===== config.mk =====
export PLATFORM = sky130hd
export DESIGN_NAME = ram_ctrl
export DESIGN_NICKNAME = d
export VERILOG_FILES = /design/src/rtl/ram_ctrl.sv
export SDC_FILE = /design/constraint.sdc
export NUM_CORES = 1
export LEC_CHECK = 0
export ABC_CLOCK_PERIOD_IN_PS = 3900
export CAP_MARGIN = 20
export CORE_MARGIN = 1
export CORE_UTILIZATION = 46
export CTS_CLUSTER_SIZE = 20
export DETAILED_ROUTE_END_ITERATION = 6
export GPL_ROUTABILITY_DRIVEN = 1
export PLACE_DENSITY = 0.87
export SLEW_MARGIN = 10
export SYNTH_ARGS = -nofsm -noshare
export SYNTH_HDL_FRONTEND = slang
export SYNTH_SLANG_ARGS = --single-unit

===== constraint.sdc =====
create_clock -name clk -period 3.9 [get_ports clk]
set_input_delay 0.78 -clock clk [delete_from_list [all_inputs] [get_ports clk]]
set_output_delay 0.78 -clock clk [all_outputs]
set_load 0.01 [all_outputs]

===== src/rtl/ram_ctrl.sv =====
// ---------------------------------------------------------------------------
// ram_ctrl -- single-outstanding request controller in front of a synchronous
// RAM that has a registered read address (read data is valid the cycle after
// the address edge).
//
// Handshakes use valid/ready semantics on both sides. A transfer happens at a
// rising edge where valid && ready are both high. A producer holds valid and
// its payload stable until that edge.
//
// Ports
//   clk, rst_n              clock and asynchronous active-low reset
//   req_valid/req_ready     request handshake (ready only in IDLE)
//   req_write/addr/wdata    request payload (1 = write)
//   rsp_valid/rsp_ready     response handshake (valid only in RESP)
//   rsp_data, rsp_is_wr     response payload
//   ram_addr/wdata/we       to RAM
//   ram_rdata               from RAM
//   busy                    state is not IDLE
//   rd_cnt, wr_cnt          completed read / write counts (wrap at 255)
//   o_dbg_state             current FSM state, for checkers
//
// Configuration macro: RAM_CTRL_WRITE_ACK_EN
//   defined   : writes return a response (rsp_is_wr = 1, rsp_data = wdata)
//   undefined : writes complete silently, rsp_is_wr tied to 0
// ---------------------------------------------------------------------------
module ram_ctrl #(
   parameter int ADDR_W = 6,
   parameter int DATA_W = 8
) (
   input  logic              clk,
   input  logic              rst_n,
   input  logic              req_valid,
   output logic              req_ready,
   input  logic              req_write,
   input  logic [ADDR_W-1:0] req_addr,
   input  logic [DATA_W-1:0] req_wdata,
   output logic              rsp_valid,
   input  logic              rsp_ready,
   output logic [DATA_W-1:0] rsp_data,
   output logic              rsp_is_wr,
   output logic [ADDR_W-1:0] ram_addr,
   output logic [DATA_W-1:0] ram_wdata,
   output logic              ram_we,
   input  logic [DATA_W-1:0] ram_rdata,
   output logic              busy,
   output logic [7:0]        rd_cnt,
   output logic [7:0]        wr_cnt,
   output logic [1:0]        o_dbg_state
);

   typedef enum logic [1:0] {
      IDLE    = 2'd0,
      ISSUE   = 2'd1,
      CAPTURE = 2'd2,
      RESP    = 2'd3
   } state_t;

   state_t            r_state;
   state_t            w_next_state;
   logic              r_rdy_en;
   logic [ADDR_W-1:0] r_ram_addr;
   logic [DATA_W-1:0] r_ram_wdata;
   logic              r_ram_we;
   logic [DATA_W-1:0] r_rsp_data;
   logic [7:0]        r_rd_cnt;
   logic [7:0]        r_wr_cnt;
   logic              w_accept;
   logic              w_ack_wr;

   // req_ready stays low while in reset and comes up after the first edge
   // with rst_n released.
   assign req_ready = (r_state == IDLE) && r_rdy_en;
   assign w_accept  = req_valid && req_ready;

`ifdef RAM_CTRL_WRITE_ACK_EN
   assign w_ack_wr = 1'b1;
`else
   assign w_ack_wr = 1'b0;
`endif

   // State register
   always_ff @(posedge clk or negedge rst_n) begin
      if (!rst_n) begin
         r_state <= IDLE;
      end else begin
         r_state <= w_next_state;
      end
   end

   // Next-state logic. In ISSUE, r_ram_we is high exactly when the accepted
   // request was a write, so it doubles as the write/read flag.
   always_comb begin
      w_next_state = r_state;
      case (r_state)
         IDLE:    if (w_accept) w_next_state = ISSUE;
         ISSUE: begin
            if (!r_ram_we)     w_next_state = CAPTURE;
            else if (w_ack_wr) w_next_state = RESP;
            else               w_next_state = IDLE;
         end
         CAPTURE: w_next_state = RESP;
         RESP:    if (rsp_ready) w_next_state = IDLE;
         default: w_next_state = IDLE;
      endcase
   end

   // Datapath and counters
   always_ff @(posedge clk or negedge rst_n) begin
      if (!rst_n) begin
         r_rdy_en    <= 1'b0;
         r_ram_addr  <= '0;
         r_ram_wdata <= '0;
         r_ram_we    <= 1'b0;
         r_rsp_data  <= '0;
         r_rd_cnt    <= 8'd0;
         r_wr_cnt    <= 8'd0;
      end else begin
         r_rdy_en <= 1'b1;
         // Write enable lives for the single ISSUE cycle only.
         r_ram_we <= w_accept && req_write;
         if (w_accept) begin
            r_ram_addr  <= req_addr;
            r_ram_wdata <= req_wdata;
         end
         if (r_state == ISSUE && r_ram_we) begin
            r_wr_cnt <= r_wr_cnt + 8'd1;
            if (w_ack_wr) r_rsp_data <= r_ram_wdata;
         end
         if (r_state == CAPTURE) begin
            r_rsp_data <= ram_rdata;
            r_rd_cnt   <= r_rd_cnt + 8'd1;
         end
      end
   end

`ifdef RAM_CTRL_WRITE_ACK_EN
   logic r_rsp_is_wr;

   always_ff @(posedge clk or negedge rst_n) begin
      if (!rst_n) begin
         r_rsp_is_wr <= 1'b0;
      end else if (r_state == ISSUE) begin
         r_rsp_is_wr <= r_ram_we;
      end
   end

   assign rsp_is_wr = r_rsp_is_wr;
`else
   assign rsp_is_wr = 1'b0;
`endif

   assign rsp_valid   = (r_state == RESP);
   assign busy        = (r_state != IDLE);
   assign rsp_data    = r_rsp_data;
   assign ram_addr    = r_ram_addr;
   assign ram_wdata   = r_ram_wdata;
   assign ram_we      = r_ram_we;
   assign rd_cnt      = r_rd_cnt;
   assign wr_cnt      = r_wr_cnt;
   assign o_dbg_state = r_state;

endmodule


==> results of run 1 <==
-- worst reg2reg max path, stage by stage, from the launching register on --
cell     delay, ps
dfrtp_1        470
nor3b_2        290
and2_4         340
mux2_2         380
-- routing by layer --
metal,track usage (%),up-vias
met2,31.0,38
li1,-,613
met5,0,-
met1,24.3,606
met3,6.61,2
met4,5.97,0
-- cells in the mapped netlist (all sizes together) (4+ instances only) --
library cell | number | area, sq um
mux2 | 14 | 191
xor2 | 6 | 52.6
dfrtp | 42 | 1050
nor3 | 4 | 20.0
buf | 5 | 48.8
nand4 | 5 | 31.3
nand2 | 38 | 143
xnor2 | 8 | 70.1
-- through the flow --
step	hold slack [ps]	area, sq um	setup WS, ps	total power, W
global placement	455	2470	1830	0.00152
global route	485	2570	1440	0.00197
finish	466	2570	1500	0.00186
detailed placement	456	2470	1820	0.00154
floorplan	484	1760	2280	0.00110
CTS	471	2570	1490	0.00188
-- sequential cells by signal (all words and copies together) (netlist names), named ones only --
register	cells
ram_wdata	8
rd_cnt	8
rsp_data	8
wr_cnt	8
ram_addr	6
o_dbg_state	1
r_rdy_en	1
ram_we	1
-- cell type report --
class | count | area, sq um
clock inverter | 3 | 40.0
sequential | 42 | 1050
clock buffer | 5 | 68.8
timing repair buffer | 70 | 696
inverter | 1 | 3.75
multi-input combinational | 96 | 656
tap | 48 | 60.1
fill | 276 | 1090
-- cell families after synthesis --
group	Yosys count	synth area share [%]
buffers and inverters	6	2.99
adder cells (fa/ha/maj)	2	1.42
flip-flops	42	59.7
AND/OR/NAND/NOR	63	17.3
XOR/XNOR	14	6.97
multiplexers	14	10.9
AO/OA/AOI/OAI	1	0.284
other	2	0.427
-- worst paths after layout --
check | startpoint | end | slack, ps | cells after the start
worst max-delay path | register | req_ready | 1500 | 2
worst min-delay path | wr_cnt[7]$_DFFE_PN0P_ | wr_cnt[7]$_DFFE_PN0P_ | 470 | 1
worst max register to register | register | ram_wdata[7]$_DFFE_PN0P_ | 2310 | 3
worst min register to register | wr_cnt[7]$_DFFE_PN0P_ | wr_cnt[7]$_DFFE_PN0P_ | 470 | 1
max in group asynchronous | rst_n | ram_addr[3]$_DFFE_PN0P_ | 2730 | 1
min in group asynchronous | rst_n | rsp_data[2]$_DFFE_PN0N_ | 610 | 1
-- report_power, final --
group	internal, W	switching [W]	total (W)	leakage [nW]
sequential	0.000599	0.000135	0.000734	0.529
combinational	0.000481	0.000312	0.000793	0.593
clock	0.000188	0.000142	0.000331	0.0579
==> results.json, run 1 <==
{
  "postCtsSetupRepairBufs": 0,
  "ys_seq_area_share_pct": 59.7,
  "status": "finished clean",
  "num_vias": 1259,
  "slew_headroom_pct": 40.9,
  "post_cts_resized": 0,
  "wl_met2_mm": 1.78,
  "final_common_cell": "clkdlybuf4s50_1",
  "path_cells": "nor3b_2 > clkdlybuf4s50_1",
  "hold_violations": 0,
  "firstDrtPassIters": 4,
  "drv_cap": 0,
  "wl_met3_um": 187,
  "fin_skew_ps": 9.63,
  "rsz0062_at_grt": "no",
  "dpl.hpwl_mm": 2.59,
  "layout.nets": 245,
  "die_w_um": 63.8,
  "h-tree-depth": 2,
  "grt_pass1_wl_mm": 5.98,
  "async_flop_share_pct": 100,
  "wl_mm": 3.48,
  "grt_usage_pct": 19.2,
  "drc_errors": 0,
  "path_clk_slew_ps": 80,
  "core-area_sq_um": 3660,
  "synth_edf_count": 0,
  "overflow": 0,
  "finalNonFillerCells": 265,
  "wl_met1_mm": 1.49,
  "synth_warnings": 0,
  "clk_path_buf_depth": 2,
  "setup_violations": 0,
  "fin_crit_ps": 2400,
  "cp_slowest_cell": "clkdlybuf4s50_1",
  "dr.first_iter.drc_count": 65,
  "hold_path.class": "reg2reg",
  "n_antenna_cell": 0,
  "cts_root_buf": "clkbuf_8",
  "cp_max_fo": 10,
  "io_pins": 72,
  "cp.required_ps": 3120,
  "netlist_area_sq_um": 1760,
  "max_stage_delay_ps": 580,
  "cts_tree": "done",
  "first_global_vias": 1297,
  "maxClockFrequency_mhz": 416,
  "tns_ps": 0,
  "wire_per_inst_um": 13.1,
  "place_congestion": 0.754,
  "synth.net_count": 173,
  "cp_top_family": "buffers and inverters",
  "cts_sinks": 42,
  "avgSynthCellArea_sq_um": 12.2,
  "peakVddDrop_mv": 0.590,
  "tightest_slew_ps": 887,
  "viasPerCell": 4.75,
  "crit_buf_inv": 1,
  "grt_max_degree": 43,
  "cts-buffers-inserted": 5,
  "cp-start-kind": "register",
  "endpoint_kind": "output port",
  "highest_layer": "met4",
  "ys_types": 29,
  "die_y_um": 63.8,
  "power_per_cell_area_nw_per_um2": 721,
  "synth_cells": 144,
  "finish.utilization_pct": 70.3,
  "portBuffers": 70,
  "crit_type": "reg2out",
  "die_area_sq_um": 4080,
  "drive_gt1_share_pct": 12.0,
  "cp.arrival_ps": 1620,
  "timing.final.max_slew_violations": 0,
  "start_util_pct": 48.1,
  "ant_nets": 0,
  "cts_hold_buf": 0,
  "ys.flop_type": "dfrtp_1",
  "final_cell_mix": "clkdlybuf4s50_1, dfrtp_1, nand2_1, mux2_4, xnor2_1",
  "placementRows": 22,
  "synth-seq-cells": 42,
  "syn_to_final_growth_pct": 46.4,
  "antenna_found_initial": 0,
  "clock_latency_ps": 290,
  "placed_cells": 257,
  "min_period_over_period_pct": 61.6,
  "total_leakage_power_nw": 1.18
}
No activity file was read; power rests on OpenSTA's default activity.
==> run 2, diff against run 1 <==
- ABC_CLOCK_PERIOD_IN_PS: 3900 -> 1900
- CORE_UTILIZATION: 46 -> 38
- PLACE_DENSITY: 0.87 -> 0.77
- clock period: 3.9 -> 1.9 ns (I/O delays scaled with it)
==> run 2 against run 1 <==
Net effect:
- worst hold slack better by 0.53 ps
- clock power is 59% higher
- core utilization is 11 points lower
- largest cell class unchanged
- first-iteration DRC count is 1.5% higher
==> results.json, run 2 (synthesis results as in run 1) <==
{
  "min_path_cells": 1,
  "total_leakage_power_nw": 1.20,
  "start_util_pct": 39.9,
  "place_congestion": 0.693,
  "die_w_um": 70.0,
  "r2r_setup_slack_ps": 390,
  "first_global_vias": 1296,
  "viasPerCell": 4.63,
  "cell_internal_pwr_w": 0.00251,
  "tns_ps": 0,
  "wire_per_inst_um": 12.9,
  "dpl_worst_slack_ps": 229,
  "die_area_sq_um": 4910,
  "grt_max_degree": 16,
  "timing.final.max_slew_violations": 0,
  "r2r_end": "rd_cnt[5]$_DFFE_PN0N_",
  "io_pins": 72,
  "cts_sinks": 42,
  "peakVddDrop_mv": 0.688,
  "hold_violations": 0,
  "path_clk_slew_ps": 70,
  "min_period_over_period_pct": 93.5,
  "r2r_start": "o_dbg_state[0]$_DFFE_PN0P_",
  "endpoint_kind": "output port",
  "postCtsSetupRepairBufs": 0,
  "overflow": 0,
  "hold_path.class": "reg2reg",
  "crit_type": "reg2out",
  "drv_cap": 0,
  "switchingPower_w": 0.00120,
  "rsz0062_at_grt": "no",
  "portBuffers": 70,
  "dpl.hpwl_mm": 2.70,
  "clkPwrFrac_pct": 14.2,
  "cp.required_ps": 1520,
  "layout.nets": 251,
  "n_antenna_cell": 0,
  "firstDrtPassIters": 4,
  "whs_endpoint": "rd_cnt[7]$_DFFE_PN0N_",
  "clock_latency_ps": 280,
  "num_vias": 1269,
  "cp.arrival_ps": 1400,
  "switching_share_pct": 32.3,
  "syn_to_final_growth_pct": 47.9,
  "cp-start-kind": "register",
  "h-tree-depth": 2,
  "fin_skew_ps": 4.58,
  "cts_root_buf": "clkbuf_8",
  "drive_gt1_share_pct": 13.1,
  "power_per_cell_area_nw_per_um2": 1420,
  "cts_tree": "done",
  "setup_slack_ps": 123,
  "maxClockFrequency_mhz": 563,
  "final_cell_mix": "clkdlybuf4s50_1, dfrtp_1, nand2_1, mux2_4, xnor2_1",
  "clk_path_buf_depth": 2,
  "placementRows": 24,
  "cp_slowest_cell": "clkdlybuf4s50_1",
  "crit_buf_inv": 2,
  "wl_mm": 3.55,
  "hold_start": "rd_cnt[7]$_DFFE_PN0N_",
  "max_stage_delay_ps": 550,
  "fin_crit_ps": 1780,
  "core-area_sq_um": 4410,
  "cts-buffers-inserted": 5,
  "pwr-share-seq_pct": 40.5,
  "drc_errors": 0,
  "comb_power_share_pct": 45.4,
  "cp_top_family": "buffers and inverters",
  "ant_nets": 0,
  "r2r.worst_path.cells": 4,
  "status": "finished clean",
  "path_cells": "buf_4 > clkdlybuf4s50_1",
  "grt_usage_pct": 15.3,
  "dr.first_iter.drc_count": 66,
  "cp_max_fo": 6,
  "setup_violations": 0,
  "antenna_found_initial": 0,
  "final_common_cell": "clkdlybuf4s50_1",
  "die_y_um": 70.0,
  "grt_pass1_wl_mm": 5.84
}
-- run 2: cell count changes in the layout (fill, tap and decap cells not counted), sizes merged, moves of 2 or more --
| cell | delta |
|---|---|
| clkbuf | +2 |
| clkinv | -2 |
| dlygate4sd2 | +2 |
| clkdlybuf4s50 | -3 |
| buf | +5 |
-- run 2: final cells by class --
class	instances	area [sq um]
Multi-Input combinational cell	96	662
Tap cell	52	65.1
Fill cell	393	1810
Inverter	1	3.75
Timing Repair Buffer	76	743
Clock buffer	7	76.3
Sequential cell	42	1050
-- run 2: worst reg2reg max path, delay by kind of cell (launching register included) --
kind	cells	cell delay [ps]
flip-flops	1	450
buffers and inverters	1	160
AND/OR/NAND/NOR	2	670
XOR/XNOR	1	170
-- run 2: worst max-delay path by stage --
stage	from	to	slack (ps)	cells after the start
floorplan	register	ram_addr[0]$_DFFE_PN0P_	280	5
global route	o_dbg_state[0]$_DFFE_PN0P_	o_dbg_state[0]	50	2
detailed placement	req_valid	ram_addr[5]$_DFFE_PN0P_	230	3
global placement	o_dbg_state[0]$_DFFE_PN0P_	req_ready	260	2
finish	o_dbg_state[0]$_DFFE_PN0P_	o_dbg_state[0]	120	2
CTS	register	busy	5	4
-- run 2: layer usage --
| metal | part of all wire (%) | track usage [%] |
|---|---|---|
| met5 | 0 | 0 |
| met3 | 5.7 | 5.92 |
| met4 | 0.82 | 4.00 |
| met2 | 49 | 25.0 |
| met1 | 45 | 19.1 |
-- run 2: timing repair --
| action | in CTS | in global routing |
|---|---|---|
| endpoints found under the hold margin | 6 | 0 |
| endpoints found under the setup margin | 1 | 2 |
| hold buffers | 1 | 0 |
| resized for setup | 3 | 2 |
-- run 2: through the flow --
stage                     total power [W]  cell area (sq um)  util [%]  hold slack, ps  instances
after global placement            0.00318               2510      56.8             308        266
after detailed placement          0.00321               2510      56.8             311        266
final                             0.00370               2600      59.0             466        274
after CTS                         0.00376               2600      58.9             472        274
after global routing              0.00394               2600      59.0             495        274
after floorplan                   0.00227               1760         -            84.4        144
-- run 2: power by group through the flow --
stage / combinational (W) / sequential, W / clock (W)
3_5_place_dp: 0.00171 / 0.00150 / 0
4_1_cts: 0.00171 / 0.00150 / 0.000549
5_1_grt: 0.00180 / 0.00154 / 0.000597
2_1_floorplan: 0.000628 / 0.00164 / 0
6_report: 0.00168 / 0.00150 / 0.000526
3_3_place_gp: 0.00169 / 0.00149 / 0
==> RTL change 1, RTL diff (settings of run 2) <==
`ADDR_W`: 6 -> 7.
--- a/src/rtl/ram_ctrl.sv
+++ b/src/rtl/ram_ctrl.sv
@@ -26,3 +26,3 @@
 module ram_ctrl #(
-   parameter int ADDR_W = 6,
+   parameter int ADDR_W = 7,
    parameter int DATA_W = 8
Interface: changed (resized ram_addr and req_addr); port bits go from 72 to 74. No check against the original RTL was run, so the function may have changed too.
==> RTL change 1 against run 2 <==
- the flow now finishes with violations (design-rule violations)
- wire length increased by 1.8%
- sequential cell count up 1
- hold slack got worse by 0.35 ns
- synthesized area up 2.8%
- die area up 2.7%
- critical path depth is the same
- register-to-register slack got worse by 0.02 ns
- non-clock buffer count unchanged
- setup slack worse by 0.031 ns
- cell area increased by 2.0%
- utilization rose by 0.38 points
- count of clock-buffer cells in the layout is 1 higher
- total power rose by 4.0%
- largest cell class unchanged
==> RTL change 1: results (changes against run 2) <==
- Failing checks: design-rule violations
- First-pass GRT wire length: 5800 µm (was 5840 µm)
- Fraction of layout cells with a size suffix above 1: 14.3% (was 13.1%)
- Layout Cells excl Fill: 275 (was 274)
- Iteration count of the initial detailed-routing pass: 6 (was 4)
- Xor and xnor area share after synthesis: 6.78% (was 6.97%)
- DP Area: 0.00255 mm² (was 0.00251 mm²)
- Placed Cells incl. Taps: 267 (was 266)
- Status: finished, violations left (was complete, no violations)
- Largest net degree at the start of global routing: 31 (was 16)
- Mux contribution to synthesized area: 11.8% (was 10.9%)
- Synth top area cells: dfrtp_1 60%, mux2_4 7.5%, nand2_1 6.9%, mux2_2 4.4%, xor2_1 3.9% (was dfrtp_1 60%, nand2_1 8.1%, mux2_4 7.7%, xnor2_1 4.0%, mux2_2 3.2%)
- Worst-path clk slew: 0.08 ns
- Total Routing Usage GR: 15.1% (was 15.3%)
- Fillers: 378 (was 393)
- Slowest cell on crit path: clkdlybuf4s50_1 (unchanged)
- Post-synthesis sequential area ratio: 59.5% (was 59.7%)
- Routability cong.: 0.722 (was 0.693)
- Min-Delay Path Class: primary input to asynchronous set/reset pin (was flip-flop to flip-flop)
- Post-route DRC violation count: 5 (was 0)
- Detailed placement HPWL: 2670 µm (was 2700 µm)
- Post-Synth Adder-Cell Area: 1.38% (was 1.42%)
- CP Data Arrival Time: 1.43 ns (was 1.40 ns)
- Total Wirelength: 3610 µm (was 3550 µm)
- # nets final: 252 (was 251)
- Pwr dens: 1450 mW/mm² (was 1420 mW/mm²)
- Net Count, Synth: 175 (was 173)
- Port Buffer Count: 72 (was 70)
- Vias: 1314 (was 1269)
- P_leak: 1.22 nW (was 1.20 nW)
- Vias in the first global route: 1278 (was 1296)
- Clk_skew: 0.00936 ns (was 0.00458 ns)
- Avg Inst Size Synth: 12.5 µm² (was 12.2 µm²)
- Drt initial violations: 56 (was 66)
## RTL change 1: what timing repair did
action	4_1_cts	5_1_grt
setup endpoints to repair	2	0
gates resized for setup	2	0
hold buffers	0	0
## RTL change 1: where the power goes
part	total, mW	internal (mW)	switching, mW
logic	1.70	1.04	0.660
clock network	0.614	0.332	0.283
registers	1.53	1.26	0.270
## RTL change 1: routing by layer
| layer | global-route usage [%] | up-vias | part of all wire [%] |
|---|---|---|---|
| met5 | 0 | - | 0 |
| met1 | 18.6 | 637 | 43 |
| li1 | - | 627 | - |
| met4 | 5.33 | 0 | 1.8 |
| met2 | 24.7 | 43 | 48 |
| met3 | 5.56 | 7 | 7.1 |
## RTL change 1: worst paths after layout
kind / start / end / slack [ns] / cells after the start
max: o_dbg_state[0]$_DFFE_PN0P_ / o_dbg_state[0] / 0.09 / 2
min reg2reg: rd_cnt[7]$_DFFE_PN0N_ / rd_cnt[7]$_DFFE_PN0N_ / 0.48 / 1
min: rst_n / rd_cnt[2]$_DFFE_PN0N_ / 0.11 / 1
max in group asynchronous: rst_n / ram_addr[6]$_DFFE_PN0P_ / 1.21 / 2
max reg2reg: flip-flop / ram_wdata[7]$_DFFE_PN0P_ / 0.37 / 3
min in group clk: rd_cnt[7]$_DFFE_PN0N_ / rd_cnt[7]$_DFFE_PN0N_ / 0.48 / 1
## RTL change 1: final cells by class
cell class / count / area share, %
flip-flops and latches: 43 / 40.6
well taps: 52 / 2.45
multi-input cells: 95 / 25.0
clock buffers: 8 / 3.77
repair buffers: 76 / 28.0
inverters: 1 / 0.141
==> RTL change 2, RTL diff (config.mk and constraints of run 2) <==
Made on the original files. Put one more register stage on the output `rd_cnt`, without a reset. The value now appears one clock later. The other outputs are not delayed to match.
--- a/src/rtl/ram_ctrl.sv
+++ b/src/rtl/ram_ctrl.sv
@@ -157,3 +157,5 @@
    assign ram_we      = r_ram_we;
-   assign rd_cnt      = r_rd_cnt;
+   always_ff @(posedge clk) begin
+      rd_cnt <= r_rd_cnt;
+   end
    assign wr_cnt      = r_wr_cnt;
Check against the original RTL: not equivalent (Yosys sat finds a counterexample within 10 cycles, from zero or initial values and one cycle with rst_n low).
==> RTL change 2 against run 2 <==
- setup slack got worse by 0.044 ns
- largest cell class unchanged
- non-clock buffer count is 1 lower
- wire length decreased by 4.1%
- count of clock-buffer cells in the layout unchanged
- clock power increased by 17%
- sequential power grew 16%
- total power rose by 7.8%
- critical path depth unchanged
- register-to-register slack lost 0.02 ns
- cell area grew 6.3%
- highest routed layer unchanged
- synthesized area increased by 9.1%
- clock skew increased by 0.0025 ns
- sequential cell count is 8 higher
- critical endpoint is now rsp_valid
==> RTL change 2: results (changes against run 2) <==
- Status: complete, no violations (unchanged)
- Largest net degree at the start of global routing: 31 (was 16)
- Total Routing Usage GR: 13.9% (was 15.3%)
- # nets final: 254 (was 251)
- Net Count, Synth: 178 (was 173)
- R2r endpoint: ram_wdata[1]$_DFFE_PN0P_ (was rd_cnt[5]$_DFFE_PN0N_)
- Later-pin clock latency in the skew report: 0.29 ns
- CP Max Fanout: 10 (was 6)
- Switching Share: 30.7% (was 32.3%)
- Fraction of layout cells with a size suffix above 1: 13.7% (was 13.1%)
- CP Data Arrival Time: 1.44 ns (was 1.40 ns)
- Vias: 1287 (was 1269)
- FFs w/ async S/R, synth: 84.0% (was 100%)
- Layout Cells excl Fill: 293 (was 274)
- Hold Slack: 0.118 ns (was 0.466 ns)
- Drt initial violations: 59 (was 66)
- Detailed placement HPWL: 2480 µm (was 2700 µm)
- Vias in the first global route: 1204 (was 1296)
- Sequential power share: 43.5% (was 40.5%)
- Fillers: 405 (was 393)
- Clk_skew: 0.00703 ns (was 0.00458 ns)
- Setup slack, reg-to-reg: 0.37 ns (was 0.39 ns)
- Min-Delay Path Class: primary input to asynchronous set/reset pin (was flip-flop to flip-flop)
- Pwr dens: 1440 mW/mm² (was 1420 mW/mm²)
- First-pass GRT wire length: 5600 µm (was 5840 µm)
- DP Area: 0.00268 mm² (was 0.00251 mm²)
- Cells after synthesis: 149 (was 144)
- Top cells by count, synth: 42 x dfrtp_1, 33 x nand2_1, 9 x mux2_4 (was 42 x dfrtp_1, 38 x nand2_1, 9 x mux2_4)
- Synth top area cells: dfrtp_1 55%, dfxtp_1 8.3%, mux2_4 7.0%, nand2_1 6.5%, xnor2_1 3.7% (was dfrtp_1 60%, nand2_1 8.1%, mux2_4 7.7%, xnor2_1 4.0%, mux2_2 3.2%)
- Post-synthesis sequential area ratio: 63.1% (was 59.7%)
- Clock share of power: 15.4% (was 14.2%)
- Worst-path clk slew: 0.09 ns (was 0.07 ns)
[RTL change 2: changes by cell type after synthesis, moves of 2 or more]
cell | before | now
buf_2 | 2 | 0
nor2_1 | 2 | 4
nand2_1 | 38 | 33
dfxtp_1 | 0 | 8
nor3_1 | 4 | 2
[RTL change 2: metrics by stage]
stage	utilization (%)	setup WS, ns
after floorplan	-	0.251
after CTS	57.8	0.0515
final	57.8	0.0787
after global placement	55.9	0.238
after global routing	57.8	0.0110
after detailed placement	55.9	0.222
[RTL change 2: logic make-up (layout without fill, tap and decap cells)]
family	count (synthesis)	in the layout	share of synthesized area [%]
multiplexers	15	15	10.6
buffers and inverters	7	84	3.39
AND/OR/NAND/NOR	58	58	14.6
flip-flops	50	50	63.1
adder cells (fa/ha/maj)	2	2	1.30
AO/OA/AOI/OAI	1	1	0.261
XOR/XNOR	14	14	6.39
other	2	2	0.391
[RTL change 2: cell type report]
| type | count | area [µm²] | area share (%) |
|---|---|---|---|
| tap | 67 | 83.8 | 3.03 |
| inverter | 1 | 3.75 | 0.136 |
| multi-input combinational | 92 | 643 | 23.2 |
| sequential | 50 | 1210 | 43.9 |
| clock buffer | 7 | 86.3 | 3.12 |
| clock inverter | 1 | 5.00 | 0.181 |
| timing repair buffer | 75 | 732 | 26.4 |
[RTL change 2: what timing repair did]
item                                    4_1_cts  5_1_grt
buffers inserted                              0        0
endpoints found under the setup margin        2        0
resized for setup                             3        0
[RTL change 2: how the worst max path moves through the flow]
| stage | cells after the start | slack (ns) | end | start |
|---|---|---|---|---|
| 6_report | 2 | 0.08 | rsp_valid | o_dbg_state[0]$_DFFE_PN0P_ |
| 3_5_place_dp | 4 | 0.22 | ram_wdata[1]$_DFFE_PN0P_ | req_valid |
| 4_1_cts | 2 | 0.05 | rsp_valid | o_dbg_state[0]$_DFFE_PN0P_ |
| 2_1_floorplan | 6 | 0.25 | ram_addr[0]$_DFFE_PN0P_ | o_dbg_state[0]$_DFFE_PN0P_ |
| 3_3_place_gp | 4 | 0.24 | ram_wdata[1]$_DFFE_PN0P_ | req_valid |
| 5_1_grt | 2 | 0.01 | rsp_valid | o_dbg_state[0]$_DFFE_PN0P_ |
[RTL change 2: worst max-delay path, stage by stage (launching register included)]
cell	delay, ns
dfrtp_2	0.46
and2_1	0.15
clkdlybuf4s50_1	0.54
[RTL change 2: per-layer routing]
layer	GRT usage (%)	part of all wire, %	vias to the layer above
li1	-	-	633
met1	18.2	44	606
met4	5.88	1.1	0
met5	0	0	-
met3	4.42	7.1	5
met2	21.3	48	43
